**src/rtl/idli_sqi_ctrl_m.sv**
```systemverilog
// idli_sqi_ctrl_m: 16-bit read/write requests to SQI SRAM transactions (cmd, addr, dummy, data).
// Define IDLI_SQI_SEQ_EN to keep CS low after a transfer so address+2 requests skip straight to DATA.
package idli_pkg;
  localparam logic SQI_IO_MODE_OUT = 1'b0;
  localparam logic SQI_IO_MODE_IN  = 1'b1;
endpackage

module idli_sqi_ctrl_m
  import idli_pkg::*;
(
  input logic              i_sqi_gck,
  input logic              i_sqi_rst,
  idli_sqi_ctrl_m_if.slave bus
);
  localparam logic [2:0] ST_IDLE  = 3'd0;
  localparam logic [2:0] ST_CMD   = 3'd1;
  localparam logic [2:0] ST_ADDR  = 3'd2;
  localparam logic [2:0] ST_DUMMY = 3'd3;
  localparam logic [2:0] ST_DATA  = 3'd4;
  localparam logic [2:0] ST_END   = 3'd5;
  localparam logic [2:0] ST_HOLD  = 3'd6;
`ifdef IDLI_SQI_SEQ_EN
  localparam logic [2:0] ST_FIN = ST_HOLD;
`else
  localparam logic [2:0] ST_FIN = ST_END;
`endif

  logic [2:0]  state_q, state_d;
  logic        ph_q, ph_d;
  logic [1:0]  cnt_q, cnt_d;
  logic        wr_q, wr_d;
  logic [15:0] addr_q, addr_d;
  logic [15:0] wdata_q, wdata_d;
  logic [11:0] rdata_q, rdata_d;
  logic [15:0] rsp_rdata_q, rsp_rdata_d;
  logic        pend_q, pend_d;
  logic        rdy_q, rdy_d;
  logic        rsp_vld_q, rsp_vld_d;
  logic        sck_q, sck_d;
  logic        cs_q, cs_d;
  logic        io_q, io_d;
  logic [3:0]  sio_q, sio_d;
  logic        acc, last, active;

  assign acc  = bus.i_sqi_req_vld && rdy_q;
  assign last = (state_q == ST_ADDR || state_q == ST_DATA) ? cnt_q == 2'd3 : cnt_q == 2'd1;
`ifdef IDLI_SQI_SEQ_EN
  logic seq;
  assign seq = bus.i_sqi_req_wr == wr_q && bus.i_sqi_req_addr == addr_q + 16'd2;
`endif

  // ph_q=0 is phase A (sck low), ph_q=1 is phase B (sck high); slots advance at the end of B
  always_comb begin
    state_d     = state_q;
    ph_d        = ph_q;
    cnt_d       = cnt_q;
    wr_d        = wr_q;
    addr_d      = addr_q;
    wdata_d     = wdata_q;
    rdata_d     = rdata_q;
    rsp_rdata_d = rsp_rdata_q;
    rsp_vld_d   = 1'b0;
    pend_d      = pend_q;
    if (acc) begin
      wr_d    = bus.i_sqi_req_wr;
      addr_d  = bus.i_sqi_req_addr;
      wdata_d = bus.i_sqi_req_wdata;
      ph_d    = 1'b0;
      cnt_d   = 2'd0;
      state_d = ST_CMD;
`ifdef IDLI_SQI_SEQ_EN
      if (state_q == ST_HOLD) begin
        state_d = seq ? ST_DATA : ST_END;
        pend_d  = !seq;
      end
`endif
    end else if (state_q != ST_IDLE && state_q != ST_HOLD) begin
      ph_d = !ph_q;
      if (ph_q && state_q == ST_END) begin
        state_d = pend_q ? ST_CMD : ST_IDLE;
        pend_d  = 1'b0;
      end else if (ph_q) begin
        cnt_d = last ? 2'd0 : cnt_q + 2'd1;
        if (state_q == ST_DATA && !wr_q) rdata_d = {rdata_q[7:0], bus.i_sqi_mem_sio};
        if (last) state_d = state_q == ST_CMD   ? ST_ADDR :
                            state_q == ST_ADDR  ? (wr_q ? ST_DATA : ST_DUMMY) :
                            state_q == ST_DUMMY ? ST_DATA : ST_FIN;
        if (last && state_q == ST_DATA) begin
          rsp_vld_d = 1'b1;
          if (!wr_q) rsp_rdata_d = {rdata_q, bus.i_sqi_mem_sio};
        end
      end
    end
  end

  // pins are registered from the next state so they change cleanly on the clock edge
  always_comb begin
    active = state_d == ST_CMD || state_d == ST_ADDR || state_d == ST_DUMMY || state_d == ST_DATA;
    rdy_d  = state_d == ST_IDLE || state_d == ST_HOLD;
    cs_d   = !(active || state_d == ST_HOLD);
    sck_d  = active && ph_d;
    io_d   = (state_d == ST_DUMMY || (state_d == ST_DATA && !wr_d)) ? SQI_IO_MODE_IN : SQI_IO_MODE_OUT;
    sio_d  = state_d == ST_CMD             ? (cnt_d == 2'd0 ? 4'h0 : (wr_d ? 4'h2 : 4'h3)) :
             state_d == ST_ADDR            ? addr_d[{~cnt_d, 2'b00} +: 4] :
             (state_d == ST_DATA && wr_d)  ? wdata_d[{~cnt_d, 2'b00} +: 4] : 4'h0;
  end

  always_ff @(posedge i_sqi_gck) begin
    if (i_sqi_rst) begin
      state_q     <= ST_IDLE;
      ph_q        <= 1'b0;
      cnt_q       <= 2'd0;
      wr_q        <= 1'b0;
      addr_q      <= 16'h0;
      wdata_q     <= 16'h0;
      rdata_q     <= 12'h0;
      rsp_rdata_q <= 16'h0;
      pend_q      <= 1'b0;
      rdy_q       <= 1'b0;
      rsp_vld_q   <= 1'b0;
      sck_q       <= 1'b0;
      cs_q        <= 1'b1;
      io_q        <= SQI_IO_MODE_OUT;
      sio_q       <= 4'h0;
    end else begin
      state_q     <= state_d;
      ph_q        <= ph_d;
      cnt_q       <= cnt_d;
      wr_q        <= wr_d;
      addr_q      <= addr_d;
      wdata_q     <= wdata_d;
      rdata_q     <= rdata_d;
      rsp_rdata_q <= rsp_rdata_d;
      pend_q      <= pend_d;
      rdy_q       <= rdy_d;
      rsp_vld_q   <= rsp_vld_d;
      sck_q       <= sck_d;
      cs_q        <= cs_d;
      io_q        <= io_d;
      sio_q       <= sio_d;
    end
  end

  assign bus.o_sqi_req_rdy     = rdy_q;
  assign bus.o_sqi_rsp_vld     = rsp_vld_q;
  assign bus.o_sqi_rsp_rdata   = rsp_rdata_q;
  assign bus.o_sqi_mem_sck     = sck_q;
  assign bus.o_sqi_mem_cs      = cs_q;
  assign bus.o_sqi_mem_io_mode = io_q;
  assign bus.o_sqi_mem_sio     = sio_q;
endmodule

```
**src/rtl/idli_sqi_ctrl_m_if.sv**
```systemverilog
// idli_sqi_ctrl_m_if: core request/response handshake plus external SQI SRAM pins.
interface idli_sqi_ctrl_m_if;
  logic        i_sqi_req_vld;
  logic        o_sqi_req_rdy;
  logic        i_sqi_req_wr;
  logic [15:0] i_sqi_req_addr;
  logic [15:0] i_sqi_req_wdata;
  logic        o_sqi_rsp_vld;
  logic [15:0] o_sqi_rsp_rdata;
  logic        o_sqi_mem_sck;
  logic        o_sqi_mem_cs;
  logic        o_sqi_mem_io_mode;
  logic [3:0]  o_sqi_mem_sio;
  logic [3:0]  i_sqi_mem_sio;
  modport slave (
    input  i_sqi_req_vld, i_sqi_req_wr, i_sqi_req_addr, i_sqi_req_wdata, i_sqi_mem_sio,
    output o_sqi_req_rdy, o_sqi_rsp_vld, o_sqi_rsp_rdata,
    output o_sqi_mem_sck, o_sqi_mem_cs, o_sqi_mem_io_mode, o_sqi_mem_sio
  );
  modport master (
    output i_sqi_req_vld, i_sqi_req_wr, i_sqi_req_addr, i_sqi_req_wdata, i_sqi_mem_sio,
    input  o_sqi_req_rdy, o_sqi_rsp_vld, o_sqi_rsp_rdata,
    input  o_sqi_mem_sck, o_sqi_mem_cs, o_sqi_mem_io_mode, o_sqi_mem_sio
  );
endinterface

```
**src/flat_wrapper.sv**
```systemverilog
// flat-port wrapper written by rule: the top's interface ports become plain ports
module idli_sqi_ctrl_m_flat import idli_pkg::*;
  (i_sqi_gck, i_sqi_rst, bus_i_sqi_req_vld, bus_i_sqi_req_wr, bus_i_sqi_req_addr, bus_i_sqi_req_wdata, bus_i_sqi_mem_sio, bus_o_sqi_req_rdy, bus_o_sqi_rsp_vld, bus_o_sqi_rsp_rdata, bus_o_sqi_mem_sck, bus_o_sqi_mem_cs, bus_o_sqi_mem_io_mode, bus_o_sqi_mem_sio);
  idli_sqi_ctrl_m_if bus_i ();
  input logic i_sqi_gck;
  input logic i_sqi_rst;
  input wire logic [$bits(bus_i.i_sqi_req_vld)-1:0] bus_i_sqi_req_vld;
  input wire logic [$bits(bus_i.i_sqi_req_wr)-1:0] bus_i_sqi_req_wr;
  input wire logic [$bits(bus_i.i_sqi_req_addr)-1:0] bus_i_sqi_req_addr;
  input wire logic [$bits(bus_i.i_sqi_req_wdata)-1:0] bus_i_sqi_req_wdata;
  input wire logic [$bits(bus_i.i_sqi_mem_sio)-1:0] bus_i_sqi_mem_sio;
  output wire logic [$bits(bus_i.o_sqi_req_rdy)-1:0] bus_o_sqi_req_rdy;
  output wire logic [$bits(bus_i.o_sqi_rsp_vld)-1:0] bus_o_sqi_rsp_vld;
  output wire logic [$bits(bus_i.o_sqi_rsp_rdata)-1:0] bus_o_sqi_rsp_rdata;
  output wire logic [$bits(bus_i.o_sqi_mem_sck)-1:0] bus_o_sqi_mem_sck;
  output wire logic [$bits(bus_i.o_sqi_mem_cs)-1:0] bus_o_sqi_mem_cs;
  output wire logic [$bits(bus_i.o_sqi_mem_io_mode)-1:0] bus_o_sqi_mem_io_mode;
  output wire logic [$bits(bus_i.o_sqi_mem_sio)-1:0] bus_o_sqi_mem_sio;
  assign bus_i.i_sqi_req_vld = bus_i_sqi_req_vld;
  assign bus_i.i_sqi_req_wr = bus_i_sqi_req_wr;
  assign bus_i.i_sqi_req_addr = bus_i_sqi_req_addr;
  assign bus_i.i_sqi_req_wdata = bus_i_sqi_req_wdata;
  assign bus_i.i_sqi_mem_sio = bus_i_sqi_mem_sio;
  assign bus_o_sqi_req_rdy = bus_i.o_sqi_req_rdy;
  assign bus_o_sqi_rsp_vld = bus_i.o_sqi_rsp_vld;
  assign bus_o_sqi_rsp_rdata = bus_i.o_sqi_rsp_rdata;
  assign bus_o_sqi_mem_sck = bus_i.o_sqi_mem_sck;
  assign bus_o_sqi_mem_cs = bus_i.o_sqi_mem_cs;
  assign bus_o_sqi_mem_io_mode = bus_i.o_sqi_mem_io_mode;
  assign bus_o_sqi_mem_sio = bus_i.o_sqi_mem_sio;
  idli_sqi_ctrl_m u_core (.i_sqi_gck(i_sqi_gck), .i_sqi_rst(i_sqi_rst), .bus(bus_i));
endmodule
```
**config.mk**
```make
export PLATFORM = sky130hd
export DESIGN_NAME = idli_sqi_ctrl_m_flat
export DESIGN_NICKNAME = d
export VERILOG_FILES = /design/src/rtl/idli_sqi_ctrl_m.sv /design/src/rtl/idli_sqi_ctrl_m_if.sv /design/src/flat_wrapper.sv
export SDC_FILE = /design/constraint.sdc
export NUM_CORES = 1
export LEC_CHECK = 0
export ABC_AREA = 1
export BUFFER_PORTS_ARGS = -buffer_cell sky130_fd_sc_hd__buf_2
export CORE_AREA = 2 2 85 87
export CTS_CLUSTER_SIZE = 25
export DETAILED_ROUTE_END_ITERATION = 8
export DIE_AREA = 0 0 87 89
export PLACE_DENSITY_LB_ADDON = 0.25
export SETUP_SLACK_MARGIN = 0.05
export SLEW_MARGIN = 0
export SYNTH_ARGS = -nofsm -noshare
export SYNTH_HDL_FRONTEND = slang
export SYNTH_SLANG_ARGS = --single-unit
```
**constraint.sdc**
```tcl
create_clock -name i_sqi_gck -period 2 [get_ports i_sqi_gck]
set_clock_uncertainty 0.15 [all_clocks]
set_input_delay 0.2 -clock i_sqi_gck [delete_from_list [all_inputs] [get_ports i_sqi_gck]]
set_output_delay 0.2 -clock i_sqi_gck [all_outputs]
set_load 0.05 [all_outputs]
```
# After elaboration in Yosys (flattened, before gate mapping)
# Index checks and enable logic that the tools add are counted.
totals:
  latch_bits: 0
  reg_bits: 76
  inputBits: 40
  memories: 0
  ram_bits: 0
  romBits: 0
  word_cells: 88
  output_inout_bits: 25
op_classes:
  reduce_logical: 25
  addsub: 1
  div: 0
  mux: 27
  n_shift: 2
  bitwise: 6
  n_lt_le_gt_ge: 0
  n_eq_ne: 13
  n_mul: 0
op_table:
  columns: ["operator", "count"]
  rows:
  - ["16-bit 2-to-1 mux", 2]
  - ["16-bit by 5-bit variable part select with 4-bit output", 2]
  - ["3-bit 2-to-1 mux", 8]
  - ["4-bit 2-to-1 mux", 4]
  - ["3-bit by 2-bit == test with 1-bit output (second input constant)", 4]
  - ["3-bit == test (second input constant)", 4]
  - ["2-bit 2-to-1 mux", 5]
  - ["1-bit logical AND", 8]
  - ["1-bit 2-to-1 mux", 8]
  - ["1-bit logical OR", 7]
  - ["3-bit by 1-bit == test with 1-bit output (second input constant)", 2]
  - ["6-bit AND reduction", 1]
  - ["1-bit inverter", 5]
  - ["5-bit AND reduction", 1]
  - ["5-bit OR reduction", 1]
  - ["1-bit logical NOT", 4]
  - ["3-bit logical NOT", 1]
  - ["3-bit != test (second input constant)", 1]
  - ["3-bit nonzero test", 1]
  - ["2-bit by 1-bit adder with 2-bit output (second input constant)", 1]
  - ["2-bit by 1-bit == test with 1-bit output (second input constant)", 1]
  - ["2-bit == test (second input constant)", 1]
  - ["2-bit logical NOT", 1]
  - ["2-bit inverter", 1]

# Longest topological paths before layout
# Gate-level depths: netlist of run 1.
depth:
  word_depth: 15
  mapped_depth: 16

# Least setup slack after synthesis of run 1
# OpenSTA, ideal clock, no wires.
synth_timing:
  kind: "register -> register"
  from: "register u_core.rdy_q (netlist: u_core.bus.o_sqi_req_rdy)"
  to: "register u_core.sio_q[0] (netlist: u_core.bus.o_sqi_mem_sio[0])"
  path_slack_ns: -0.178
  setup_ns: 0.117
  synth_period_minus_slack_ns: 2.178
  t_required_ns: 1.733
  arrival_ns: 1.911
  path_stages_with_launch: 10
  n_path_buf: 2
  cell_sequence: "dfxtp_1 nand2_2 buf_2 buf_2 o21ai_0 inv_1 nand4_1 nand2_1 nand2_1 nand2_1"
synth_between:
  elab_chain_cells: 7
  word_cells_on_any_way: 19
synth_lines:
  columns: ["item", "line", "rtl"]
  rows:
  - ["from (decl)", "idli_sqi_ctrl_m.sv:37", "logic rdy_q, rdy_d;"]
  - ["from (signal assigned)", "idli_sqi_ctrl_m.sv:135", "rdy_q <= rdy_d;"]
  - ["1-bit logical AND *", "idli_sqi_ctrl_m.sv:45", "assign acc = bus.i_sqi_req_vld && rdy_q;"]
  - ["2-bit 2-to-1 mux / 3-bit 2-to-1 mux (equally long branches)", "idli_sqi_ctrl_m.sv:64", "if (acc) begin"]
  - ["2-bit inverter / 3-bit == test (equally long branches)", "idli_sqi_ctrl_m.sv:104, idli_sqi_ctrl_m.sv:105", null]
  - ["16-bit by 5-bit variable part select with 4-bit output / 1-bit logical AND (equally long branches)", "idli_sqi_ctrl_m.sv:105", "(state_d == ST_DATA && wr_d) ? wdata_d[{~cnt_d, 2'b00} +: 4] : 4'h0;"]
  - ["4-bit 2-to-1 mux", "idli_sqi_ctrl_m.sv:105", null]
  - ["4-bit 2-to-1 mux", "idli_sqi_ctrl_m.sv:104", "state_d == ST_ADDR ? addr_d[{~cnt_d, 2'b00} +: 4] :"]
  - ["4-bit 2-to-1 mux *", "idli_sqi_ctrl_m.sv:103", "sio_d = state_d == ST_CMD ? (cnt_d == 2'd0 ? 4'h0 : (wr_d ? 4'h2 : 4'h3)) :"]
  - ["to (signal assigned)", "idli_sqi_ctrl_m.sv:140", "sio_q <= sio_d;"]
  - ["to (decl)", "idli_sqi_ctrl_m.sv:42", "logic [3:0] sio_q, sio_d;"]
# Every way passes the cells marked *; elsewhere a longest branch is shown, timed or not.
# A chain may end at the register's enable or synchronous reset.

# Final worst setup path of run 1
layout_timing:
  from: "register u_core.state_q[1]"
  to: "register u_core.cs_q (netlist: u_core.bus.o_sqi_mem_cs)"
layout_between:
  elab_chain_cells: 15
  word_cells_on_any_way: 29
layout_lines:
  columns: ["item", "line", "rtl"]
  rows:
  - ["from (decl)", "idli_sqi_ctrl_m.sv:28", "logic [2:0] state_q, state_d;"]
  - ["from (signal assigned)", "idli_sqi_ctrl_m.sv:126", "state_q <= state_d;"]
  - ["3-bit by 2-bit == test with 1-bit output", "idli_sqi_ctrl_m.sv:87", "state_q == ST_DUMMY ? ST_DATA : ST_FIN;"]
  - ["1-bit 2-to-1 mux", "idli_sqi_ctrl_m.sv:87", null]
  - ["3-bit 2-to-1 mux", "idli_sqi_ctrl_m.sv:86", "state_q == ST_ADDR ? (wr_q ? ST_DATA : ST_DUMMY) :"]
  - ["3-bit 2-to-1 mux (2 in series)", "idli_sqi_ctrl_m.sv:85", "if (last) state_d = state_q == ST_CMD ? ST_ADDR :"]
  - ["3-bit 2-to-1 mux", "idli_sqi_ctrl_m.sv:82", "end else if (ph_q) begin"]
  - ["3-bit 2-to-1 mux", "idli_sqi_ctrl_m.sv:79", "if (ph_q && state_q == ST_END) begin"]
  - ["3-bit 2-to-1 mux *", "idli_sqi_ctrl_m.sv:77", "end else if (state_q != ST_IDLE && state_q != ST_HOLD) begin"]
  - ["3-bit 2-to-1 mux *", "idli_sqi_ctrl_m.sv:64", null]
  - ["3-bit by 1-bit == test with 1-bit output / 3-bit by 2-bit == test with 1-bit output (equally long branches)", "idli_sqi_ctrl_m.sv:98", "active = state_d == ST_CMD || state_d == ST_ADDR || state_d == ST_DUMMY || state_d == ST_DATA;"]
  - ["1-bit logical OR (3 in series)", "idli_sqi_ctrl_m.sv:98", null]
  - ["1-bit logical OR *", "idli_sqi_ctrl_m.sv:100", "cs_d = !(active || state_d == ST_HOLD);"]
  - ["1-bit logical NOT *", "idli_sqi_ctrl_m.sv:100", null]
  - ["to (signal assigned)", "idli_sqi_ctrl_m.sv:138", "cs_q <= cs_d;"]
  - ["to (decl)", "idli_sqi_ctrl_m.sv:40", "logic cs_q, cs_d;"]
# Marked as above.

==> results.py, run 1 <==
metrics = {
    "sta": {
        "worst_pin_slew_ns": 0.416,
        "slew_headroom_pct": 72.2,
        "rsz0062_at_grt": "true",
        "setup_viol": 1,
        "whs_ns": 0.0157,
        "period_share_pct": 100,
        "period_needed_ns": 2.01,
        "fmax_mhz": 499,
        "maxSlewViolCount": 0,
        "fin_ws_ns": -0.00570,
        "hold_viol": 0,
    },
    "global_routing": {
        "use_met2_pct": 36.6,
        "overflow": 0,
        "grt_max_degree": 22,
        "grt.busiest_layer": "met2",
        "grtUsageMet1_pct": 27.4,
        "antenna_found_initial": 0,
        "gr-usage-all-layers_pct": 21.4,
        "first_global_vias": 2881,
        "use_met3_pct": 3.05,
        "grt_pass1_wl_mm": 13.0,
    },
    "logic_synthesis": {
        "synth_cells": 416,
        "synth_area_um2": 3240,
        "syn_avg_cell_area_um2": 7.80,
        "yosysUniqueCellTypes": 31,
        "syn-num-nets": 457,
        "synth_warnings": 0,
        "synth_seq_cells": 76,
        "yosysSeqAreaShare_pct": 46.9,
    },
    "placed_design": {
        "numPortBuffers": 64,
        "dpl.hpwl_mm": 5.27,
        "dp_slack_ns": -0.0894,
        "place_area_um2": 3690,
        "place_congestion": 0.944,
    },
    "setup_path": {
        "start_kind": "register",
        "path_class": "reg2reg",
        "cp_max_fo": 6,
        "crit_arrival_ns": 2.07,
        "crit_path_end_kind": "register",
        "crit_required_ns": 2.06,
    },
    "floorplan": {
        "die_area_um2": 7740,
        "io_pins": 65,
        "core-area_um2": 6720,
        "dieWidth_um": 87,
        "die_y_um": 89,
        "initial_core_util_pct": 48.3,
        "rows": 30,
    },
    "cells_and_area": {
        "layout-drive-gt1-share_pct": 31.0,
        "nNetsFinal": 569,
        "regArea_um2": 1530,
        "antenna_cells": 0,
        "n_fill_cell": 530,
        "multi_input_area_um2": 1670,
        "finalInstanceArea_um2": 4500,
        "syn_to_final_growth_pct": 38.8,
    },
    "clock_network": {
        "clk_pin_slew_worst_paths_ns": 0.08,
        "numClockSinks": 76,
        "clock_latency_ns": 0.34,
        "cts_made_buffers": 9,
        "htreeDepth": 3,
        "ctsLongestPathBuffers": 2,
        "cts_tree": "yes",
        "clockRootBuffer": "clkbuf_8",
    },
    "route": {
        "routed_wl_mm": 8.23,
        "drtAntennaViolNets": 0,
        "drt_first_pass_iters": 5,
        "via_per_inst": 5.08,
        "drc": 0,
        "wl_per_cell_um": 13.4,
        "drt-initial-drc-count": 187,
        "vias": 3114,
    },
    "run_status": {
        "violations": "negative setup slack",
        "status": "finished with violations",
    },
    "hold_path": {
        "hold_class": "in2reg",
    },
    "power": {
        "power.density_nw_per_um2": 750,
        "p_leak_nw": 2.25,
        "peakVddDrop_uv": 550,
    },
    "job": {
        "maxCapViolations": 0,
    },
}
[cells in the mapped netlist]
cell	count	area [µm²]
nand2_2	7	43.8
ha_1	1	12.5
nand4_1	8	50.1
buf_6	2	22.5
or2_2	4	25.0
nand3_4	3	52.6
o21ai_0	35	175
nor2_2	6	37.5
nand2_1	64	240
nor2_4	1	11.3
buf_2	5	25.0
inv_2	5	18.8
nand3_1	25	125
clkinv_1	1	3.75
a211oi_1	1	7.51
dfxtp_1	76	1520
nor3_2	1	10.0
a21oi_1	3	15.0
o21ai_2	1	8.76
nor2_1	101	379
nor3_1	1	5.00
clkbuf_2	1	5.00
mux2i_1	28	280
buf_1	1	3.75
inv_1	17	63.8
nand3_2	2	20.0
clkbuf_1	8	30.0
nor4_1	1	6.26
o211ai_1	1	7.51
o21ai_1	5	25.0
nand2_4	1	11.3
[layout make-up]
type | count | area share, %
clock buffer | 11 | 3.14
clock inverter | 5 | 1.83
inverter | 23 | 2.31
multi-input combinational | 300 | 37.2
sequential | 76 | 34.1
tap | 80 | 2.22
timing repair buffer | 117 | 19.1
timing repair inverter | 1 | 0.167
[cells by family after synthesis]
logic type / Yosys count / synth area share [%]
AO/OA/AOI/OAI: 46 / 7.37
adder cells (fa/ha/maj): 1 / 0.386
buffers and inverters: 40 / 5.32
flip-flops: 76 / 46.9
multiplexers: 28 / 8.64
AND/OR/NAND/NOR: 225 / 31.4
[worst max-delay path: stages, from the launching register on]
cell and delay (ns):
dfxtp_4 0.38, nor2_4 0.14, nand2_2 0.09, nand3_2 0.10, nand2_4 0.07, nor2_4 0.17, nand2_2 0.08, nand3_2 0.12
nand2_4 0.09, inv_2 0.09, nand2_2 0.06, nor2_4 0.14, nor2_2 0.07, o21ai_1 0.07, nand2_1 0.06
[worst paths after layout]
kind / start / to / slack (ns) / cells past startpoint
max: u_core.state_q[1] / u_core.bus.o_sqi_mem_cs / -0.006 / 14
min: bus_i_sqi_req_addr[5] / u_core.addr_q[5] / 0.02 / 3
max reg2reg: u_core.state_q[1] / u_core.bus.o_sqi_mem_cs / -0.006 / 14
min reg2reg: u_core.rdata_q[10] / u_core.rdata_q[10] / 0.34 / 2
[registers in the layout, indices dropped and copies added, names as in the netlist, 2 cells and up]
register and cells:
u_core.cnt_q 2, u_core.bus.o_sqi_mem_sio 4, u_core.state_q 3, u_core.addr_q 16, u_core.rdata_q 12, u_core.bus.o_sqi_rsp_rdata 16, u_core.wdata_q 16
[power breakdown]
part	switching (mW)	total (mW)	internal, mW
logic	0.270	0.477	0.206
registers	0.0240	1.58	1.56
clock network	0.573	1.32	0.745
total	0.868	3.38	2.51
[what timing repair did]
item	4_1_cts	5_1_grt
pin swaps	2	15
buffers inserted	2	11
setup endpoints to repair	33	36
resized for setup	16	32
endpoints found under the hold margin	32	0
gates cloned	1	0
hold buffers	28	0
[cell usage in the layout (no fill, tap or decap), drive strengths merged, types with 2 or more instances in the layout]
cell type      n
a21oi          3
buf           89
bufinv         2
clkbuf        11
clkinvlp       3
dfxtp         76
dlygate4sd3   28
inv           23
mux2i         28
nand2         72
nand3         30
nand4          8
nor2         108
nor3           2
o21ai         41
or2            4
[through the flow]
step,setup TNS [ns],power [mW],std cells,util (%)
6_report,-0.00570,3.38,613,67.0
3_3_place_gp,-0.0170,1.99,555,55.0
3_5_place_dp,-0.286,2.00,555,55.0
5_1_grt,-0.551,3.51,613,67.0
4_1_cts,0,3.35,602,63.7
2_1_floorplan,0,1.88,416,-
[routing by layer]
metal	vias to the layer above	routed length [µm]
li1	1576	-
met1	1449	3690
met2	75	4120
met3	14	267
met4	0	146
met5	-	0
Note: power is estimated with default switching activity, not from simulation.
==> run 2: changes to the inputs <==
PLACE_DENSITY = 0.85   (was default)
PLACE_DENSITY_LB_ADDON = default   (was 0.25)
SKIP_LAST_GASP = 1   (was default)
==> run 2 against run 1 <==
The run ends with negative hold slack, negative setup slack left; utilization rose by 0.74 points; count of clock-buffer cells in the layout did not move; combinational power rose by 5.7%; die area did not move; maximum frequency fell by 5.9%; sequential share of layout area fell by 0.37 points; wire length rose by 24%; critical path type unchanged; largest cell class unchanged; highest routed layer unchanged.
==> results.py, run 2 (same netlist as run 1, synthesis figures left out) <==
metrics = {
    "run_status": {
        "status": "finished with violations",
        "violations": "negative hold slack, negative setup slack",
    },
    "floorplan": {
        "dieWidth_um": 87,
        "initial_core_util_pct": 48.3,
        "io_pins": 65,
        "core-area_um2": 6720,
        "rows": 30,
        "die_area_um2": 7740,
        "die_y_um": 89,
    },
    "placed_design": {
        "dpl.hpwl_mm": 5.35,
        "numPortBuffers": 64,
        "place_congestion": 0.906,
        "place_area_um2": 3660,
    },
    "route": {
        "drtAntennaViolNets": 0,
        "routed_wl_mm": 10.2,
        "vias": 3443,
        "drt_first_pass_iters": 5,
        "drt-initial-drc-count": 324,
        "wl_per_cell_um": 16.5,
        "via_per_inst": 5.59,
        "drc": 0,
    },
    "global_routing": {
        "antenna_found_initial": 0,
        "gr-usage-all-layers_pct": 24.4,
        "grt_max_degree": 30,
        "overflow": 0,
        "grt_pass1_wl_mm": 14.7,
        "first_global_vias": 3257,
    },
    "cells_and_area": {
        "regArea_um2": 1530,
        "mostFrequentLayoutCells": "nor2_1 (97), dfxtp_1 (72), buf_2 (64)",
        "layout-drive-gt1-share_pct": 31.7,
        "multi_input_area_um2": 1730,
        "nNetsFinal": 572,
        "antenna_cells": 0,
        "n_fill_cell": 439,
        "final_common_cell": "nor2_1",
        "finalInstanceArea_um2": 4550,
        "syn_to_final_growth_pct": 40.4,
    },
    "power": {
        "p_int_mw": 2.38,
        "p_leak_nw": 2.26,
        "swShare_pct": 27.8,
        "peakVddDrop_uv": 515,
        "seqPwrFrac_pct": 48.2,
        "total_power_mw": 3.30,
        "power.density_nw_per_um2": 725,
        "pwr-share-clk_pct": 36.6,
        "p_switching_uw": 918,
        "comb_power_share_pct": 15.3,
    },
    "sta": {
        "period_share_pct": 107,
        "maxSlewViolCount": 0,
        "setup_viol": 6,
        "slew_headroom_pct": 71.7,
        "worst_pin_slew_ns": 0.422,
        "rsz0062_at_grt": "true",
        "whs_ns": -0.0232,
        "fin_ws_ns": -0.132,
        "hold_viol": 1,
        "fmax_mhz": 469,
        "period_needed_ns": 2.13,
    },
    "job": {
        "maxCapViolations": 0,
    },
    "clock_network": {
        "cts_tree": "yes",
        "cts_made_buffers": 9,
        "clockRootBuffer": "clkbuf_8",
        "clk_pin_slew_worst_paths_ns": 0.09,
        "numClockSinks": 76,
        "clock_latency_ns": 0.35,
        "htreeDepth": 3,
        "ctsLongestPathBuffers": 2,
    },
    "hold_path": {
        "hold_depth": 3,
        "hold_class": "in2reg",
    },
    "setup_path": {
        "cp_max_fo": 6,
        "crit_path_end_kind": "register",
        "start_kind": "register",
        "rr_worst_depth": 15,
        "crit_required_ns": 2.10,
        "path_class": "reg2reg",
        "crit_arrival_ns": 2.23,
    },
}
[run 2: timing repair]
action | in CTS | in global routing
pin swaps | 7 | 19
cloned | 0 | 2
gates resized for setup | 23 | 39
endpoints found under the setup margin | 24 | 36
hold buffers | 31 | 0
buffers inserted | 7 | 9
hold endpoints to repair | 35 | 0
[run 2: final timing paths]
check                                endpoint  slack [ns]                    from
setup / recovery  u_core.bus.o_sqi_mem_sio[0]       -0.13       u_core.state_q[1]
hold / removal              u_core.wdata_q[5]       -0.02  bus_i_sqi_req_wdata[5]
setup reg to reg  u_core.bus.o_sqi_mem_sio[0]       -0.13       u_core.state_q[1]
hold reg to reg            u_core.rdata_q[11]        0.34      u_core.rdata_q[11]
[run 2: area by class of cell]
type | instances | share of cell area (%)
Multi-Input combinational cell | 300 | 38.1
Sequential cell | 76 | 33.7
Timing Repair Buffer | 120 | 19.1
Clock buffer | 11 | 3.11
Inverter | 23 | 2.34
Tap cell | 80 | 2.20
Clock inverter | 5 | 1.32
Timing Repair inverter | 1 | 0.165
[run 2: routing by layer]
layer | global-route usage (%) | wire length [µm] | vias up
met3 | 4.43 | 679 | 41
met4 | 14.5 | 434 | 0
met1 | 26.4 | 3770 | 1619
met2 | 44.3 | 5280 | 196
li1 | - | - | 1587
met5 | 0 | 0 | -
[run 2: stage by stage]
| step | TNS, ns | hold slack, ns | util (%) | cells | setup WS (ns) |
|---|---|---|---|---|---|
| 2_1_floorplan | 0 | 0.142 | - | 416 | 0.0612 |
| 3_3_place_gp | -0.0297 | 0.293 | 54.5 | 551 | -0.0195 |
| 3_5_place_dp | -0.473 | 0.299 | 54.5 | 551 | -0.109 |
| 4_1_cts | 0 | 0.00137 | 64.0 | 605 | 0.0453 |
| 5_1_grt | -2.04 | 0.00600 | 67.7 | 616 | -0.239 |
| 6_report | -0.526 | -0.0232 | 67.7 | 616 | -0.132 |
[run 2: worst max-delay path: stages (launching register included)]
cell and delay (ns):
dfxtp_4 0.43, nor2_4 0.07, nand2_4 0.12, nand2_4 0.07, nand2_2 0.11, nand2_4 0.07, buf_4 0.14, o21ai_2 0.13
nand3_2 0.15, buf_4 0.18, nand2_4 0.09, nor2_4 0.05, nand2_1 0.08, nand2_1 0.06, nand2_1 0.07, nand2_1 0.05
[run 2: power groups by stage]
stage / sequential [mW] / combinational (mW) / clock [mW]
final: 1.59 / 0.504 / 1.21
after floorplan: 1.63 / 0.245 / 0
after CTS: 1.58 / 0.438 / 1.20
after detailed placement: 1.62 / 0.368 / 0
after global routing: 1.59 / 0.547 / 1.28
after global placement: 1.61 / 0.359 / 0
